[src/rtl/hazard_pkg.sv]
// Shared types and encodings for the Osiris I pipeline hazard unit.
package hazard_pkg;

    localparam int unsigned REG_W = 5;
    localparam int unsigned FWD_W = 2;
    localparam int unsigned RES_W = 2;
    localparam int unsigned WAIT_W = 8;

    typedef enum logic [1:0] {
        RUN         = 2'b00,
        FENCE_DRAIN = 2'b01,
        FENCE_GO    = 2'b10
    } hz_state_t;

    localparam logic [FWD_W-1:0] FWD_RF  = 2'b00;
    localparam logic [FWD_W-1:0] FWD_MEM = 2'b10;
    localparam logic [FWD_W-1:0] FWD_WB  = 2'b01;

    localparam logic [RES_W-1:0] RESULT_SRC_LOAD = 2'b01;

    // True when a writing stage targets a non-zero register equal to rs.
    function automatic logic reg_match(input logic             write_en,
                                       input logic [REG_W-1:0] rd,
                                       input logic [REG_W-1:0] rs);
        return write_en && (rd != '0) && (rd == rs);
    endfunction

endpackage

[src/rtl/forward_unit.sv]
// EX operand bypass select for one source register; MEM beats WB.
module forward_unit
    import hazard_pkg::*;
(
    input  logic [REG_W-1:0] rs,
    input  logic [REG_W-1:0] rd_mem,
    input  logic             reg_write_mem,
    input  logic [REG_W-1:0] rd_wb,
    input  logic             reg_write_wb,
    output logic [FWD_W-1:0] forward_c
);

    always_comb begin
        forward_c = FWD_RF;
        if (reg_match(reg_write_mem, rd_mem, rs)) begin
            forward_c = FWD_MEM;
        end else if (reg_match(reg_write_wb, rd_wb, rs)) begin
            forward_c = FWD_WB;
        end
    end

endmodule

[src/rtl/hazard_unit.sv]
// Pipeline sequencer: operand forwarding plus stall/flush strobes for
// memory wait, taken branch, load-use and FENCE drain hazards.
module hazard_unit
    import hazard_pkg::*;
#(
    parameter int unsigned P_FENCE_DRAIN = 3,
    parameter int unsigned P_MEM_TIMEOUT = 255
) (
    input  logic             i_clk,
    input  logic             i_rst,
    input  logic [REG_W-1:0] i_rs1_ID,
    input  logic [REG_W-1:0] i_rs2_ID,
    input  logic [REG_W-1:0] i_rs1_EX,
    input  logic [REG_W-1:0] i_rs2_EX,
    input  logic [REG_W-1:0] i_rd_EX,
    input  logic [REG_W-1:0] i_rd_MEM,
    input  logic [REG_W-1:0] i_rd_WB,
    input  logic             i_reg_write_MEM,
    input  logic             i_reg_write_WB,
    input  logic [RES_W-1:0] i_result_src_EX,
    input  logic             i_pc_src_EX,
    input  logic             i_fence_ID,
    input  logic             i_dmem_req_MEM,
    input  logic             i_dmem_ready,
    output logic [FWD_W-1:0] o_forward_a_EX,
    output logic [FWD_W-1:0] o_forward_b_EX,
    output logic             o_stall_IF,
    output logic             o_stall_ID,
    output logic             o_stall_EX,
    output logic             o_stall_MEM,
    output logic             o_flush_ID,
    output logic             o_flush_EX,
    output logic             o_flush_WB,
    output logic             o_fence_busy,
    output logic             o_dmem_timeout
);

    localparam int unsigned DRAIN_W = (P_FENCE_DRAIN > 1) ? $clog2(P_FENCE_DRAIN) : 1;
    localparam logic [DRAIN_W-1:0] DRAIN_LOAD  = DRAIN_W'(P_FENCE_DRAIN - 1);
    localparam logic [WAIT_W-1:0]  TIMEOUT_LIM = WAIT_W'(P_MEM_TIMEOUT);

    hz_state_t           state_q, state_d;
    logic [DRAIN_W-1:0]  drain_cnt_q, drain_cnt_d;
    logic [WAIT_W-1:0]   wait_cnt_q, wait_cnt_d;
    logic                timeout_q, timeout_d;

    logic                mw_c, br_c, lu_c;
    logic [FWD_W-1:0]    fwd_a_c, fwd_b_c;

    forward_unit u_forward_a (
        .rs            (i_rs1_EX),
        .rd_mem        (i_rd_MEM),
        .reg_write_mem (i_reg_write_MEM),
        .rd_wb         (i_rd_WB),
        .reg_write_wb  (i_reg_write_WB),
        .forward_c     (fwd_a_c)
    );

    forward_unit u_forward_b (
        .rs            (i_rs2_EX),
        .rd_mem        (i_rd_MEM),
        .reg_write_mem (i_reg_write_MEM),
        .rd_wb         (i_rd_WB),
        .reg_write_wb  (i_reg_write_WB),
        .forward_c     (fwd_b_c)
    );

    // Raw hazard conditions, before priority resolution.
    always_comb begin
        mw_c = i_dmem_req_MEM && !i_dmem_ready;
        br_c = i_pc_src_EX;
        lu_c = (i_result_src_EX == RESULT_SRC_LOAD) && (i_rd_EX != '0) &&
               ((i_rd_EX == i_rs1_ID) || (i_rd_EX == i_rs2_ID));
    end

    always_ff @(posedge i_clk) begin
        if (i_rst) begin
            state_q     <= RUN;
            drain_cnt_q <= '0;
            wait_cnt_q  <= '0;
            timeout_q   <= 1'b0;
        end else begin
            state_q     <= state_d;
            drain_cnt_q <= drain_cnt_d;
            wait_cnt_q  <= wait_cnt_d;
            timeout_q   <= timeout_d;
        end
    end

    // FENCE sequencing; a memory wait freezes the drain in place.
    always_comb begin
        state_d     = state_q;
        drain_cnt_d = drain_cnt_q;
        case (state_q)
            RUN: begin
                if (i_fence_ID && !mw_c && !br_c) begin
                    state_d     = FENCE_DRAIN;
                    drain_cnt_d = DRAIN_LOAD;
                end
            end
            FENCE_DRAIN: begin
                if (!mw_c) begin
                    if (br_c) begin
                        state_d = RUN;
                    end else if (drain_cnt_q == '0) begin
                        state_d = FENCE_GO;
                    end else begin
                        drain_cnt_d = drain_cnt_q - DRAIN_W'(1);
                    end
                end
            end
            FENCE_GO: begin
                state_d = RUN;
            end
            default: begin
                state_d = RUN;
            end
        endcase
    end

    // Memory wait counter saturates at the limit; the flag is sticky.
    always_comb begin
        wait_cnt_d = '0;
        if (mw_c) begin
            wait_cnt_d = (wait_cnt_q < TIMEOUT_LIM) ? wait_cnt_q + WAIT_W'(1) : wait_cnt_q;
        end
        timeout_d = timeout_q || (wait_cnt_d == TIMEOUT_LIM);
    end

    // Priority: memory wait > branch > load-use > FENCE drain.
    always_comb begin
        o_forward_a_EX = fwd_a_c;
        o_forward_b_EX = fwd_b_c;
        o_stall_IF     = 1'b0;
        o_stall_ID     = 1'b0;
        o_stall_EX     = 1'b0;
        o_stall_MEM    = 1'b0;
        o_flush_ID     = 1'b0;
        o_flush_EX     = 1'b0;
        o_flush_WB     = 1'b0;
        o_fence_busy   = (state_q == FENCE_DRAIN);
        o_dmem_timeout = timeout_q;
        if (i_rst) begin
            o_forward_a_EX = FWD_RF;
            o_forward_b_EX = FWD_RF;
            o_flush_ID     = 1'b1;
            o_flush_EX     = 1'b1;
            o_flush_WB     = 1'b1;
            o_fence_busy   = 1'b0;
            o_dmem_timeout = 1'b0;
        end else if (mw_c) begin
            o_stall_IF  = 1'b1;
            o_stall_ID  = 1'b1;
            o_stall_EX  = 1'b1;
            o_stall_MEM = 1'b1;
            o_flush_WB  = 1'b1;
        end else if (br_c) begin
            o_flush_ID = 1'b1;
            o_flush_EX = 1'b1;
        end else if (lu_c || (state_q == FENCE_DRAIN)) begin
            o_stall_IF = 1'b1;
            o_stall_ID = 1'b1;
            o_flush_EX = 1'b1;
        end
    end

endmodule

[config.mk]
export PLATFORM = sky130hd
export DESIGN_NAME = hazard_unit
export DESIGN_NICKNAME = d
export VERILOG_FILES = /design/src/rtl/hazard_pkg.sv /design/src/rtl/forward_unit.sv /design/src/rtl/hazard_unit.sv
export SDC_FILE = /design/constraint.sdc
export NUM_CORES = 1
export LEC_CHECK = 0
export ABC_CLOCK_PERIOD_IN_PS = 4100
export BUFFER_PORTS_ARGS = -buffer_cell sky130_fd_sc_hd__clkbuf_2
export CAP_MARGIN = 20
export CORE_MARGIN = 5
export CORE_UTILIZATION = 50
export CTS_CLUSTER_DIAMETER = 40
export DETAILED_ROUTE_END_ITERATION = 16
export GPL_TIMING_DRIVEN = 0
export PLACE_DENSITY = 0.85
export REMOVE_ABC_BUFFERS = 1
export SYNTH_ARGS = -nofsm -noshare
export SYNTH_HDL_FRONTEND = slang
export SYNTH_SLANG_ARGS = --single-unit
[constraint.sdc]
create_clock -name i_clk -period 4.1 [get_ports i_clk]
set_input_delay 0.41 -clock i_clk [delete_from_list [all_inputs] [get_ports i_clk]]
set_output_delay 0.41 -clock i_clk [all_outputs]
set_load 0.01 [all_outputs]
==> results of run 1 <==
registers in the layout, summed over array words and instances (netlist names):
| name | flops |
|---|---|
| wait_cnt_q | 8 |
| state_q | 2 |
| timeout_q | 1 |
| drain_cnt_q | 2 |
metal layers:
layer  up-vias  GRT usage [%]  share of wire, %
li1        638              -                 -
met1       565           19.0                39
met2        36           34.0                53
met3         2           5.23               7.9
met4         0           2.85              0.65
met5         -              0                 0
worst min-delay path by stage:
stage	end	start	cells past startpoint
2_1_floorplan	state_q[0]	state_q[1]	1
3_3_place_gp	state_q[0]	state_q[1]	1
3_5_place_dp	state_q[0]	state_q[1]	1
4_1_cts	state_q[1]	i_pc_src_EX	2
5_1_grt	state_q[1]	i_pc_src_EX	2
6_report	state_q[1]	i_pc_src_EX	2
cells by family after synthesis:
| family | count (synthesis) | synth area share, % |
|---|---|---|
| adder cells (fa/ha/maj) | 2 | 2.04 |
| AO/OA/AOI/OAI | 28 | 15.2 |
| XOR/XNOR | 33 | 23.6 |
| multiplexers | 2 | 1.63 |
| AND/OR/NAND/NOR | 60 | 30.0 |
| buffers and inverters | 14 | 6.23 |
| flip-flops | 13 | 21.2 |
final cells by class:
type | count | share of cell area (%)
clock buffer | 3 | 1.48
tap | 30 | 2.47
timing repair buffer | 57 | 18.8
multi-input combinational | 125 | 58.4
clock inverter | 1 | 0.329
inverter | 6 | 1.48
sequential | 13 | 17.1
where the power goes:
| part | internal (µW) | switching [µW] | total (µW) |
|---|---|---|---|
| combinational | 43.9 | 45.4 | 89.3 |
| sequential | 128 | 1.98 | 130 |
| clock | 36.2 | 45.0 | 81.1 |
stage by stage:
stage / instance area, µm² / utilization [%] / hold WS (ns) / setup slack (ns) / instances
after global placement: 1490 / 62.0 / 0.466 / 1.89 / 231
after CTS: 1520 / 63.1 / 0.364 / 1.85 / 235
final: 1520 / 63.1 / 0.368 / 1.86 / 235
after global routing: 1520 / 63.1 / 0.375 / 1.78 / 235
after detailed placement: 1490 / 62.0 / 0.469 / 1.86 / 231
after floorplan: 1170 / - / 0.442 / 2.13 / 144
synthesized netlist by cell type, types with 6 or more instances:
library cell  number  area [µm²]
nor3_1             8        40.0
xor2_1            22         193
nand2b_1           7        43.8
o21ai_0            7        35.0
inv_1              6        22.5
nor2b_1            7        43.8
a21oi_1            7        35.0
dfxtp_1           13         260
nor2_1             9        33.8
xnor2_1           11        96.3
nand2_1            7        26.3
==> metrics.cfg, run 1 <==
[setup_path]
required_ns=3.69
timing.critical_path.cells=clkbuf_2, or4_1, o21ai_2, nor3_1, nor4_2, clkbuf_2
critical_path_cell_count=6
crit_start_category=primary input
r2r_end=timeout_q
crit_path_end=o_forward_a_EX[0]
worst_path_largest_cell_delay_ns=0.55
cp_data_arrival_time_ns=1.83
maximum_fanout_along_the_worst_path=4
path_delay_family=simple AND/OR/NAND/NOR gates
critPathMostFrequentCell=clkbuf_2
timing_worst_setup_path_type=in2out
critical_path.startpoint=i_rd_MEM[1]
critical_path.slowest_cell=or4_1
cells_on_worst_reg2reg_path=5
cp.buffers_inverters=2
endpoint_kind=output port
minimum_setup_slack_among_reg_to_reg_paths_ns=2.13
reg2reg_from=wait_cnt_q[0]

[layout]
final_nets=253
most-common-layout-cells=clkbuf_2, xor2_1, dfxtp_1, xnor2_1, nor2_1
layout_commonest_cell=clkbuf_2
multiInputGateArea_um2=888
post_route_cells_drive_above_1_share_pct=33.7
nFillCells=229
antenna-diode-count=0
layout.area.seq_um2=260
area_growth_from_synthesis_to_final_layout_pct=24.2

[sta]
setup_viol=0
maxSlewViolCount=0
clock_skew_after_layout_ns=0.00294
worst-slew-pin-transition_ns=0.446
post-route-period-util_pct=54.6
relSlewSlack_pct=70.2
setup_tns_ns=0
achievable-frequency_mhz=446
min_period_ns=2.24
hold_viol=0
grt_setup_unrepaired=no

[job]
drv.max_cap_violation_count=0

[pwr]
ir_drop_mv=0.170
power.density_cell_area_mw_per_mm2=198
total_leakage_power_uw=0.000695
tot_pwr_uw=301

[global_routing]
first_global_vias=1182
grt_first_pass_wirelength_mm=4.89
antenna_found_initial=0
grt_max_degree=13
overflow=0
grtUsageTotal_pct=17.7

[min_path]
worstHoldPathType=in2reg

[die]
num_io_pins=58
die_area_mm2=0.00354
die_w_um=59.5
die_h_um=59.5
floorplan.core_area_mm2=0.00241
floorplan.initialDensity_pct=50.8
row_count=18

[clock_network]
sink_count_of_the_clock_tree=13
cts_resized=0
cts_tree=done
clock_insertion_delay_worst_skew_ns=0.28
ctsLongestPathBuffers=2
number_of_hold_repair_buffers_added_at_the_cts_stage=0
cts_buffers=3
cts.htree.levels=1
worst_setup_hold_path_clk_slew_ns=0.08
ctsRootBufferMaster=clkbuf_4
post_cts_buffers=0

[synth]
synth_enable_flop_cells=0
synthDistinctLibCells=41
ys_ff_latch=13
ys_seq_area_share_pct=21.2
yosys_most_used_dff=dfxtp_1
synth_cells=152
synthesis.area_mm2=0.00122
post_synth_arst_share_pct=0
avgSynthCellArea_um2=8.06
yosys_warnings=0

[routing]
initialDrtViolationCount=47
finalWirelength_mm=2.92
post_drt_wl_per_cell_um=12.4
detail_route.vias_per_cell=5.28
antenna_violating_nets_post_route=0
post-route-drc-count=0
detail_route.first_pass.iterations=4
dr_total_vias=1241

[place]
gp_congestion=0.813
dp_hpwl_mm=2.55
place.port_buffers=57

[outcome]
outcome=complete, no violations

No activity file was read; power rests on OpenSTA's default activity.
==> inputs of run 2 (changes only) <==
- ABC_CLOCK_PERIOD_IN_PS: 4100 -> 2300
- CORE_UTILIZATION: 50 -> 46
- PLACE_DENSITY: 0.85 -> 0.79
- clock period: 4.1 -> 2.3 ns (I/O delays scaled with it)
==> metrics.cfg, run 2 (synthesis results as in run 1) <==
[setup_path]
crit_start_category=register
cp.buffers_inverters=0
required_ns=2.48
endpoint_kind=register
timing_worst_setup_path_type=reg2reg
maximum_fanout_along_the_worst_path=8
timing.critical_path.cells=ha_1, and3_4, nand4_4, a221o_1, o32ai_1
cp_data_arrival_time_ns=2.18
worst_path_largest_cell_delay_ns=0.47
critical_path.slowest_cell=dfxtp_1
path_delay_family=compound AO/OA/AOI/OAI gates

[layout]
top_regs=wait_cnt_q (8), drain_cnt_q (2), state_q (2)
area_growth_from_synthesis_to_final_layout_pct=24.1
largest_register_ff_count=8
nFillCells=258
finalCoreUtilization_pct=60.3
antenna-diode-count=0
final_nets=253
post_route_cells_drive_above_1_share_pct=33.2
regMostFlops=wait_cnt_q
layout_commonest_cell=clkbuf_2
most-common-layout-cells=clkbuf_2, xor2_1, dfxtp_1, xnor2_1, nor2_1
instances_no_fill=235

[routing]
antenna_violating_nets_post_route=0
initialDrtViolationCount=47
dr_total_vias=1210
finalWirelength_mm=2.88
detail_route.first_pass.iterations=4
detail_route.vias_per_cell=5.15
post-route-drc-count=0
post_drt_wl_per_cell_um=12.3

[sta]
grt_setup_unrepaired=no
achievable-frequency_mhz=500
clock_skew_after_layout_ns=0.00617
setup_tns_ns=0
post-route-period-util_pct=86.9
whs_ns=0.211
maxSlewViolCount=0
hold_viol=0
relSlewSlack_pct=68.8
setup_viol=0
min_period_ns=2.00
worst-slew-pin-transition_ns=0.467
setup_slack_ns=0.301

[pwr]
ir_drop_mv=0.268
total_leakage_power_uw=0.000692
power.density_cell_area_mw_per_mm2=350

[global_routing]
first_global_vias=1101
grt_first_pass_wirelength_mm=4.62
antenna_found_initial=0
overflow=0
grt_max_degree=13
grtUsageTotal_pct=15.9

[die]
die_h_um=61.6
die_w_um=61.6
floorplan.initialDensity_pct=48.6
num_io_pins=58
die_area_mm2=0.00380
floorplan.core_area_mm2=0.00252
row_count=18

[clock_network]
worst_setup_hold_path_clk_slew_ns=0.08
post_cts_buffers=0
ctsRootBufferMaster=clkbuf_4
cts.htree.levels=1
number_of_hold_repair_buffers_added_at_the_cts_stage=0
ctsLongestPathBuffers=2
cts_buffers=3
cts_tree=done
cts_resized=0
clock_insertion_delay_worst_skew_ns=0.27
sink_count_of_the_clock_tree=13

[min_path]
worstHoldPathType=in2reg

[place]
place.port_buffers=57
gp_congestion=0.820
placement.setup.worst_slack_ns=0.316
numPlacedInstances=231
dp_hpwl_mm=2.46

[job]
drv.max_cap_violation_count=0

[outcome]
outcome=complete, no violations

-- run 2: cell types whose count changed in the layout (fill, tap and decap cells not counted), sizes merged --
cell    delta
clkinv     -1
clkbuf     +1
-- run 2: worst reg2reg max path: cells and delay by family, from the launching register on --
family / cells / cell delay, ns
AOI/OAI and AO/OA: 2 / 0.65
DFF: 1 / 0.47
and+or+nand+nor: 2 / 0.43
adders and majority gates: 1 / 0.36
-- run 2: stage by stage --
stage | total power, µW | area [µm²]
final | 533 | 1520
after global placement | 395 | 1490
after floorplan | 319 | 1170
after global routing | 572 | 1520
after CTS | 538 | 1520
after detailed placement | 396 | 1490
-- run 2: layout make-up --
| class | instances | area [µm²] | area share [%] |
|---|---|---|---|
| Inverter | 6 | 22.5 | 1.48 |
| Multi-Input combinational cell | 125 | 888 | 58.4 |
| Sequential cell | 13 | 260 | 17.1 |
| Tap cell | 30 | 37.5 | 2.47 |
| Clock buffer | 4 | 26.3 | 1.73 |
| Timing Repair Buffer | 57 | 285 | 18.8 |
-- run 2: final timing paths --
check | depth (start not counted) | slack, ns | endpoint | startpoint
hold reg to reg | 1 | 0.47 | state_q[0] | state_q[1]
hold / removal | 2 | 0.21 | state_q[1] | i_pc_src_EX
setup / recovery | 5 | 0.30 | timeout_q | wait_cnt_q[0]
setup reg to reg | 5 | 0.30 | timeout_q | wait_cnt_q[0]
-- run 2: routing by layer --
layer | share of wire [%] | vias up | GRT usage (%)
li1 | - | 646 | -
met5 | 0 | - | 0
met3 | 4.1 | 0 | 5.03
met1 | 47 | 540 | 21.5
met4 | 0 | 0 | 1.52
met2 | 49 | 24 | 25.6
-- run 2: where the power goes --
group          leakage, µW  switching (µW)  internal, µW
registers         0.000105            3.80           228
clock network    0.0000150            75.0          67.2
logic             0.000572            80.0          78.2
